$ cat src/rtl/atm_pkg.sv
// Shared constants for the ATM controller: state codes, operation codes and
// the factory-default account database reloaded at every reset.
package atm_pkg;

    localparam int NUM_ACCOUNTS = 10;
    localparam int MAX_TRIES    = 3;
    localparam int BAL_W        = 14;
    localparam int ACC_W        = 11;
    localparam int OP_W         = 3;
    localparam int STATE_W      = 3;
    localparam int IDX_W        = $clog2(NUM_ACCOUNTS);
    localparam int TRY_W        = $clog2(MAX_TRIES + 1);
    localparam int BAL_MAX      = 16383;

    localparam logic [STATE_W-1:0] S_IDLE      = 3'd0;
    localparam logic [STATE_W-1:0] S_CHECK_ACC = 3'd1;
    localparam logic [STATE_W-1:0] S_CHECK_PIN = 3'd2;
    localparam logic [STATE_W-1:0] S_EXECUTE   = 3'd3;
    localparam logic [STATE_W-1:0] S_DONE      = 3'd4;

    localparam logic [OP_W-1:0] OP_NONE       = 3'd0;
    localparam logic [OP_W-1:0] OP_BALANCE    = 3'd1;
    localparam logic [OP_W-1:0] OP_DEPOSIT    = 3'd2;
    localparam logic [OP_W-1:0] OP_WITHDRAW   = 3'd3;
    localparam logic [OP_W-1:0] OP_CHANGE_PIN = 3'd4;

    // Entry k: account 100*(k+1), PIN 1000+k, balance 1000*(k+1).
    function automatic logic [ACC_W-1:0] default_acc(input int k);
        return ACC_W'(100 * (k + 1));
    endfunction

    function automatic logic [BAL_W-1:0] default_pin(input int k);
        return BAL_W'(1000 + k);
    endfunction

    function automatic logic [BAL_W-1:0] default_bal(input int k);
        return BAL_W'(1000 * (k + 1));
    endfunction

endpackage

$ cat src/rtl/atm_db.sv
// Register-based account database: parallel account-number lookup, one
// indexed read port and indexed write ports for balance, PIN and tries.
module atm_db
    import atm_pkg::*;
(
    input  logic             clk,
    input  logic             rst,
    input  logic [ACC_W-1:0] lookup_acc,
    output logic             hit,
    output logic [IDX_W-1:0] hit_idx,
    input  logic [IDX_W-1:0] idx,
    output logic [BAL_W-1:0] rd_pin,
    output logic [BAL_W-1:0] rd_bal,
    output logic [TRY_W-1:0] rd_tries,
    input  logic             wr_bal_en,
    input  logic [BAL_W-1:0] wr_bal,
    input  logic             wr_pin_en,
    input  logic [BAL_W-1:0] wr_pin,
    input  logic             wr_tries_en,
    input  logic [TRY_W-1:0] wr_tries
);

    logic [ACC_W-1:0] acc_mem   [NUM_ACCOUNTS];
    logic [BAL_W-1:0] pin_mem   [NUM_ACCOUNTS];
    logic [BAL_W-1:0] bal_mem   [NUM_ACCOUNTS];
    logic [TRY_W-1:0] tries_mem [NUM_ACCOUNTS];

    always_ff @(posedge clk) begin
        if (rst) begin
            for (int k = 0; k < NUM_ACCOUNTS; k++) begin
                acc_mem[k]   <= default_acc(k);
                pin_mem[k]   <= default_pin(k);
                bal_mem[k]   <= default_bal(k);
                tries_mem[k] <= '0;
            end
        end else begin
            for (int k = 0; k < NUM_ACCOUNTS; k++) begin
                if (idx == IDX_W'(k)) begin
                    if (wr_bal_en)   bal_mem[k]   <= wr_bal;
                    if (wr_pin_en)   pin_mem[k]   <= wr_pin;
                    if (wr_tries_en) tries_mem[k] <= wr_tries;
                end
            end
        end
    end

    // Lowest-numbered matching entry wins should two entries ever share a number.
    always_comb begin
        hit     = 1'b0;
        hit_idx = '0;
        for (int k = NUM_ACCOUNTS - 1; k >= 0; k--) begin
            if (acc_mem[k] == lookup_acc) begin
                hit     = 1'b1;
                hit_idx = IDX_W'(k);
            end
        end
    end

    always_comb begin
        rd_pin   = '0;
        rd_bal   = '0;
        rd_tries = '0;
        for (int k = 0; k < NUM_ACCOUNTS; k++) begin
            if (idx == IDX_W'(k)) begin
                rd_pin   = pin_mem[k];
                rd_bal   = bal_mem[k];
                rd_tries = tries_mem[k];
            end
        end
    end

endmodule

$ cat src/rtl/atm.sv
// ATM transaction controller: authenticate account/PIN, then inquire,
// deposit, withdraw or change PIN. Define ATM_MSG_EN for a DONE message.
module atm
    import atm_pkg::*;
(
    input  logic               clk,
    input  logic               rst,
    input  logic [OP_W-1:0]    operation,
    input  logic [ACC_W-1:0]   acc_num,
    input  logic [BAL_W-1:0]   pin,
    input  logic [BAL_W-1:0]   newPin,
    input  logic [BAL_W-1:0]   amount,
    input  logic               language,
    output logic [BAL_W-1:0]   balance,
    output logic               success,
    output logic [STATE_W-1:0] state
);

    logic [OP_W-1:0]  op_q;
    logic [ACC_W-1:0] acc_q;
    logic [BAL_W-1:0] pin_q;
    logic [BAL_W-1:0] new_pin_q;
    logic [BAL_W-1:0] amount_q;
    logic [IDX_W-1:0] idx_q;

    logic             hit;
    logic [IDX_W-1:0] hit_idx;
    logic [IDX_W-1:0] rd_idx;
    logic [BAL_W-1:0] rd_pin;
    logic [BAL_W-1:0] rd_bal;
    logic [TRY_W-1:0] rd_tries;

    logic             wr_bal_en;
    logic             wr_pin_en;
    logic             wr_tries_en;
    logic [TRY_W-1:0] wr_tries;

    logic             locked;
    logic             pin_ok;
    logic             exec_ok;
    logic [BAL_W-1:0] exec_bal;
    logic [BAL_W:0]   sum;

    // While searching, look at the matching entry; afterwards, at the latched one.
    assign rd_idx = (state == S_CHECK_ACC) ? hit_idx : idx_q;
    assign locked = (rd_tries == TRY_W'(MAX_TRIES));
    assign pin_ok = (rd_pin == pin_q);

    atm_db u_db (
        .clk         (clk),
        .rst         (rst),
        .lookup_acc  (acc_q),
        .hit         (hit),
        .hit_idx     (hit_idx),
        .idx         (rd_idx),
        .rd_pin      (rd_pin),
        .rd_bal      (rd_bal),
        .rd_tries    (rd_tries),
        .wr_bal_en   (wr_bal_en),
        .wr_bal      (exec_bal),
        .wr_pin_en   (wr_pin_en),
        .wr_pin      (new_pin_q),
        .wr_tries_en (wr_tries_en),
        .wr_tries    (wr_tries)
    );

    always_comb begin
        sum      = {1'b0, rd_bal} + {1'b0, amount_q};
        exec_ok  = 1'b1;
        exec_bal = rd_bal;
        case (op_q)
            OP_BALANCE, OP_CHANGE_PIN: exec_ok = 1'b1;
            OP_DEPOSIT: begin
                if (sum > (BAL_W+1)'(BAL_MAX)) exec_ok = 1'b0;
                else                           exec_bal = sum[BAL_W-1:0];
            end
            OP_WITHDRAW: begin
                if (amount_q > rd_bal) exec_ok = 1'b0;
                else                   exec_bal = rd_bal - amount_q;
            end
            default: exec_ok = 1'b0;
        endcase
    end

    always_comb begin
        wr_bal_en   = (state == S_EXECUTE) && exec_ok &&
                      ((op_q == OP_DEPOSIT) || (op_q == OP_WITHDRAW));
        wr_pin_en   = (state == S_EXECUTE) && (op_q == OP_CHANGE_PIN);
        wr_tries_en = (state == S_CHECK_PIN);
        wr_tries    = '0;
        if (!pin_ok) wr_tries = locked ? rd_tries : rd_tries + 1'b1;
    end

    always_ff @(posedge clk) begin
        if (rst) begin
            state     <= S_IDLE;
            balance   <= '0;
            success   <= 1'b0;
            op_q      <= OP_NONE;
            acc_q     <= '0;
            pin_q     <= '0;
            new_pin_q <= '0;
            amount_q  <= '0;
            idx_q     <= '0;
        end else begin
            case (state)
                S_IDLE: begin
                    if (operation != OP_NONE) begin
                        op_q      <= operation;
                        acc_q     <= acc_num;
                        pin_q     <= pin;
                        new_pin_q <= newPin;
                        amount_q  <= amount;
                        success   <= 1'b0;
                        state     <= S_CHECK_ACC;
                    end
                end
                S_CHECK_ACC: begin
                    if (!hit || locked) begin
                        success <= 1'b0;
                        balance <= '0;
                        state   <= S_DONE;
                    end else begin
                        idx_q <= hit_idx;
                        state <= S_CHECK_PIN;
                    end
                end
                S_CHECK_PIN: begin
                    if (pin_ok) begin
                        state <= S_EXECUTE;
                    end else begin
                        success <= 1'b0;
                        balance <= '0;
                        state   <= S_DONE;
                    end
                end
                S_EXECUTE: begin
                    success <= exec_ok;
                    balance <= exec_bal;
                    state   <= S_DONE;
                end
                S_DONE: begin
                    if (operation == OP_NONE) state <= S_IDLE;
                end
                default: state <= S_IDLE;
            endcase
        end
    end

`ifdef ATM_MSG_EN
    logic                lang_q;
    logic [STATE_W-1:0]  prev_state;

    // Simulation-only receipt printed once per transaction on entry to DONE.
    always_ff @(posedge clk) begin
        prev_state <= state;
        if (state == S_IDLE && operation != OP_NONE) lang_q <= language;
        if (state == S_DONE && prev_state != S_DONE) begin
            if (lang_q)
                $display("atm: amaliya %0d natija %s rasid %0d", op_q,
                         success ? "najah" : "fashal", balance);
            else
                $display("atm: operation %0d result %s balance %0d", op_q,
                         success ? "ok" : "declined", balance);
        end
    end
`else
    logic unused_language;
    assign unused_language = language;
`endif

endmodule

$ cat config.mk
export PLATFORM = sky130hd
export DESIGN_NAME = atm
export DESIGN_NICKNAME = d
export VERILOG_FILES = /design/src/rtl/atm_pkg.sv /design/src/rtl/atm_db.sv /design/src/rtl/atm.sv
export SDC_FILE = /design/constraint.sdc
export NUM_CORES = 1
export LEC_CHECK = 0
export CORE_MARGIN = 5
export CORE_UTILIZATION = 27
export CTS_CLUSTER_SIZE = 30
export DETAILED_ROUTE_END_ITERATION = 10
export PLACE_DENSITY = 0.4
export SLEW_MARGIN = 5
export SYNTH_ARGS = -nofsm -noshare
export SYNTH_HDL_FRONTEND = slang
export SYNTH_SLANG_ARGS = --single-unit
$ cat constraint.sdc
create_clock -name clk -period 9.6 [get_ports clk]
set_input_delay 0.96 -clock clk [delete_from_list [all_inputs] [get_ports clk]]
set_output_delay 0.96 -clock clk [all_outputs]
set_load 0.01 [all_outputs]
==> flow_summary.toml <==
[floorplanning]
die_h_um = 276.4
start_util_pct = 27.27
num_io_pins = 77
die_w_um = 276.4
dieArea_sq_um = 76410
rows = 97
placeableCoreArea_sq_um = 70270

[yosys]
synth_warnings = 0
synth_async_sr_flop_share_pct = 0
avgSynthCellArea_sq_um = 10.09
syn_inst = 1899
synth-edff-count = 300
synth_top_area_share_pct = 47.01
synth_area_sq_um = 19160
ys_top_cells_by_area = "edfxtp_1 47%, dfxtp_1 8.1%, nand2_1 6.3%"
synth_flop_cell = "edfxtp_1"
synth_nets = 1988
yosysUniqueCellTypes = 105
synth_seq_cells = 378
synth_top_area_cell = "edfxtp_1"
ys_seq_area_share_pct = 55.15

[sta]
clock.fmax_mhz = 123.0
slew_violations = 0
worst_pin_slew_ps = 1216
fin_crit_sh_pct = 84.70
setup_viol = 0
worst_slack_ps = 1469
relSlewSlack_pct = 18.93
hold_ws_ps = 466.8
finClkSkew_ps = 27.18
fin_setup_tns_ps = 0
fin_crit_ps = 8131
finalHoldViolCount = 0
grt_setup_unrepaired = "no"

[layout]
num-fill-cells = 7175
area_growth_pct = 17.73
final_common_cell = "nand2_1"
nNetsFinal = 2045
ff_latch_area_sq_um = 10570
final_cell_mix = "322 x nand2_1, 300 x edfxtp_1, 189 x nor2_1"
multi_input_area_sq_um = 7801
final_core_utilization_pct = 32.11
design_area_sq_um = 22560
drive_gt1_share_pct = 9.930
antenna_cells = 0

[clocking]
cts_buffer_depth = 3
cts_setup_buffers = 0
hold_buffers = 0
cts_buffers = 47
cts_resized = 0
clock_latency_ps = 600
cts.sinks = 378
cts_tree = "yes"
clk_pin_slew_worst_paths_ps = 60
htreeDepth = 2
clockRootBuffer = "clkbuf_16"

[job]
cap_viol_max_count = 0

[status]
status = "complete, no violations"

[setup_path]
cp_slowest_cell = "or3b_1"
crit_buf_inv = 3
end_kind = "flip-flop"
start_kind = "flip-flop"
path_max_fanout = 18
critPathRequiredTime_ps = 10040
critPathTopFamily = "compound AO/OA/AOI/OAI gates"
slowest_delay_ps = 740
worstSetupPathType = "reg2reg"
arrival_ps = 8570
cp_cell_sequence = "or3b_1 -> nor2_1 -> a22oi_4 -> a21boi_4 -> buf_4 -> a32oi_1 -> a21oi_1 -> nor2_1 -> a31oi_1 -> inv_1 -> fa_1 -> o21bai_1 -> a21oi_1 -> o21bai_1 -> a221o_1 -> a21oi_1 -> a21oi_1 -> o41ai_1 -> o21ai_1 -> o2111ai_1 -> buf_4 -> nor2_1 -> nand2_1 -> nor2_1"

[detailed_routing]
routed_wl_mm = 71.28
wl_per_cell_um = 24.29
via_per_inst = 5.199
drt_iter0_drc = 1377
route.vias.total = 15250
postRouteAntennaNets = 0
first_pass_iters = 5
drc_errors = 0

[global_routing]
grt_start_max_net_pins = 77
antenna_found_initial = 4
grt_pass1_wl_mm = 104.2
grt_use_total_pct = 17.97
grt_overflow_total = 0
grt_pass1_vias = 15110

[placed_design]
post-place-ws_ps = 1452
place_area_sq_um = 21080
io_buffers = 75
dp_hpwl_mm = 47.73
gp_congestion = 0.8036

[pwr]
combPwrFrac_pct = 19.3
p_switching_mw = 1.408
swShare_pct = 31.15
p_seq_share_pct = 42.6
power.density_nw_per_um2 = 200.3
p_int_mw = 3.111
ir_drop_v = 0.0001048
power.leakage_nw = 7.815
p_clk_share_pct = 38.1

[worst_hold_path]
hp-class = "reg2reg"
## per-layer routing
| layer | up-vias | track usage [%] | part of all wire, % |
|---|---|---|---|
| li1 | 7063 | - | - |
| met4 | 0 | 5.609 | 3.0 |
| met1 | 7608 | 24.69 | 45 |
| met3 | 102 | 2.329 | 5.1 |
| met2 | 480 | 29.66 | 47 |
| met5 | - | 0 | 0 |
## layout make-up
class                      instances  area share, %
clock inverter                    14         0.4935
inverter                          40         0.6654
multi-input combinational       1330          34.58
sequential                       378          46.85
timing repair buffer             159          6.111
tap                              940          5.213
clock buffer                      73          6.094
## through the flow
stage	instances	power (mW)
final	2934	4.519
after global placement	2847	2.837
after detailed placement	2847	2.845
after global routing	2934	4.723
after floorplan	1899	2.479
after CTS	2934	4.578
## power groups by stage
stage                     clock network [mW]  registers [mW]  logic [mW]
after floorplan                            0            1.89       0.584
after global placement                     0            1.96       0.881
after detailed placement                   0            1.96       0.886
after CTS                               1.76            1.92       0.890
after global routing                    1.83            1.93       0.960
final                                   1.72            1.93       0.874
## synth_stat cells (9+ instances only)
| cell type | count |
|---|---|
| and2_1 | 28 |
| nand3_1 | 51 |
| o21ai_0 | 68 |
| ha_1 | 28 |
| o2bb2ai_1 | 16 |
| nor3_1 | 16 |
| edfxtp_1 | 300 |
| nand2b_1 | 13 |
| nand2_1 | 323 |
| o22ai_1 | 25 |
| a21boi_0 | 15 |
| a22oi_1 | 10 |
| a221oi_1 | 12 |
| a21oi_1 | 110 |
| inv_1 | 40 |
| a31oi_1 | 22 |
| clkbuf_1 | 103 |
| or3_1 | 77 |
| mux2i_1 | 41 |
| and3_1 | 66 |
| nor2_1 | 191 |
| o21bai_1 | 9 |
| buf_2 | 27 |
| xnor2_1 | 12 |
| dfxtp_1 | 78 |
## flip-flops by register name, summed over array words and instances (netlist names)
| name | flops |
|---|---|
| idx_q | 4 |
| u_db.pin_mem | 140 |
| state | 3 |
| u_db.tries_mem | 20 |
| new_pin_q | 14 |
| balance | 14 |
| op_q | 3 |
| success | 1 |
| amount_q | 14 |
| acc_q | 11 |
| u_db.bal_mem | 140 |
| pin_q | 14 |
## final timing paths
check | from | end | slack [ps] | cells after the start
setup / recovery | state[2] | u_db.bal_mem[0][25] | 1470 | 24
hold / removal | balance[5] | balance[5] | 470 | 1
setup reg to reg | state[2] | u_db.bal_mem[0][25] | 1470 | 24
hold reg to reg | balance[5] | balance[5] | 470 | 1
## cell families after synthesis
family	after synthesis	synth area share, %
AO/OA/AOI/OAI	412	14.78
XOR/XNOR	18	0.8226
adder cells (fa/ha/maj)	30	2.037
buffers and inverters	191	4.374
flip-flops	378	55.15
multiplexers	46	2.455
AND/OR/NAND/NOR	824	20.38
(Power assumes the default switching activity.)
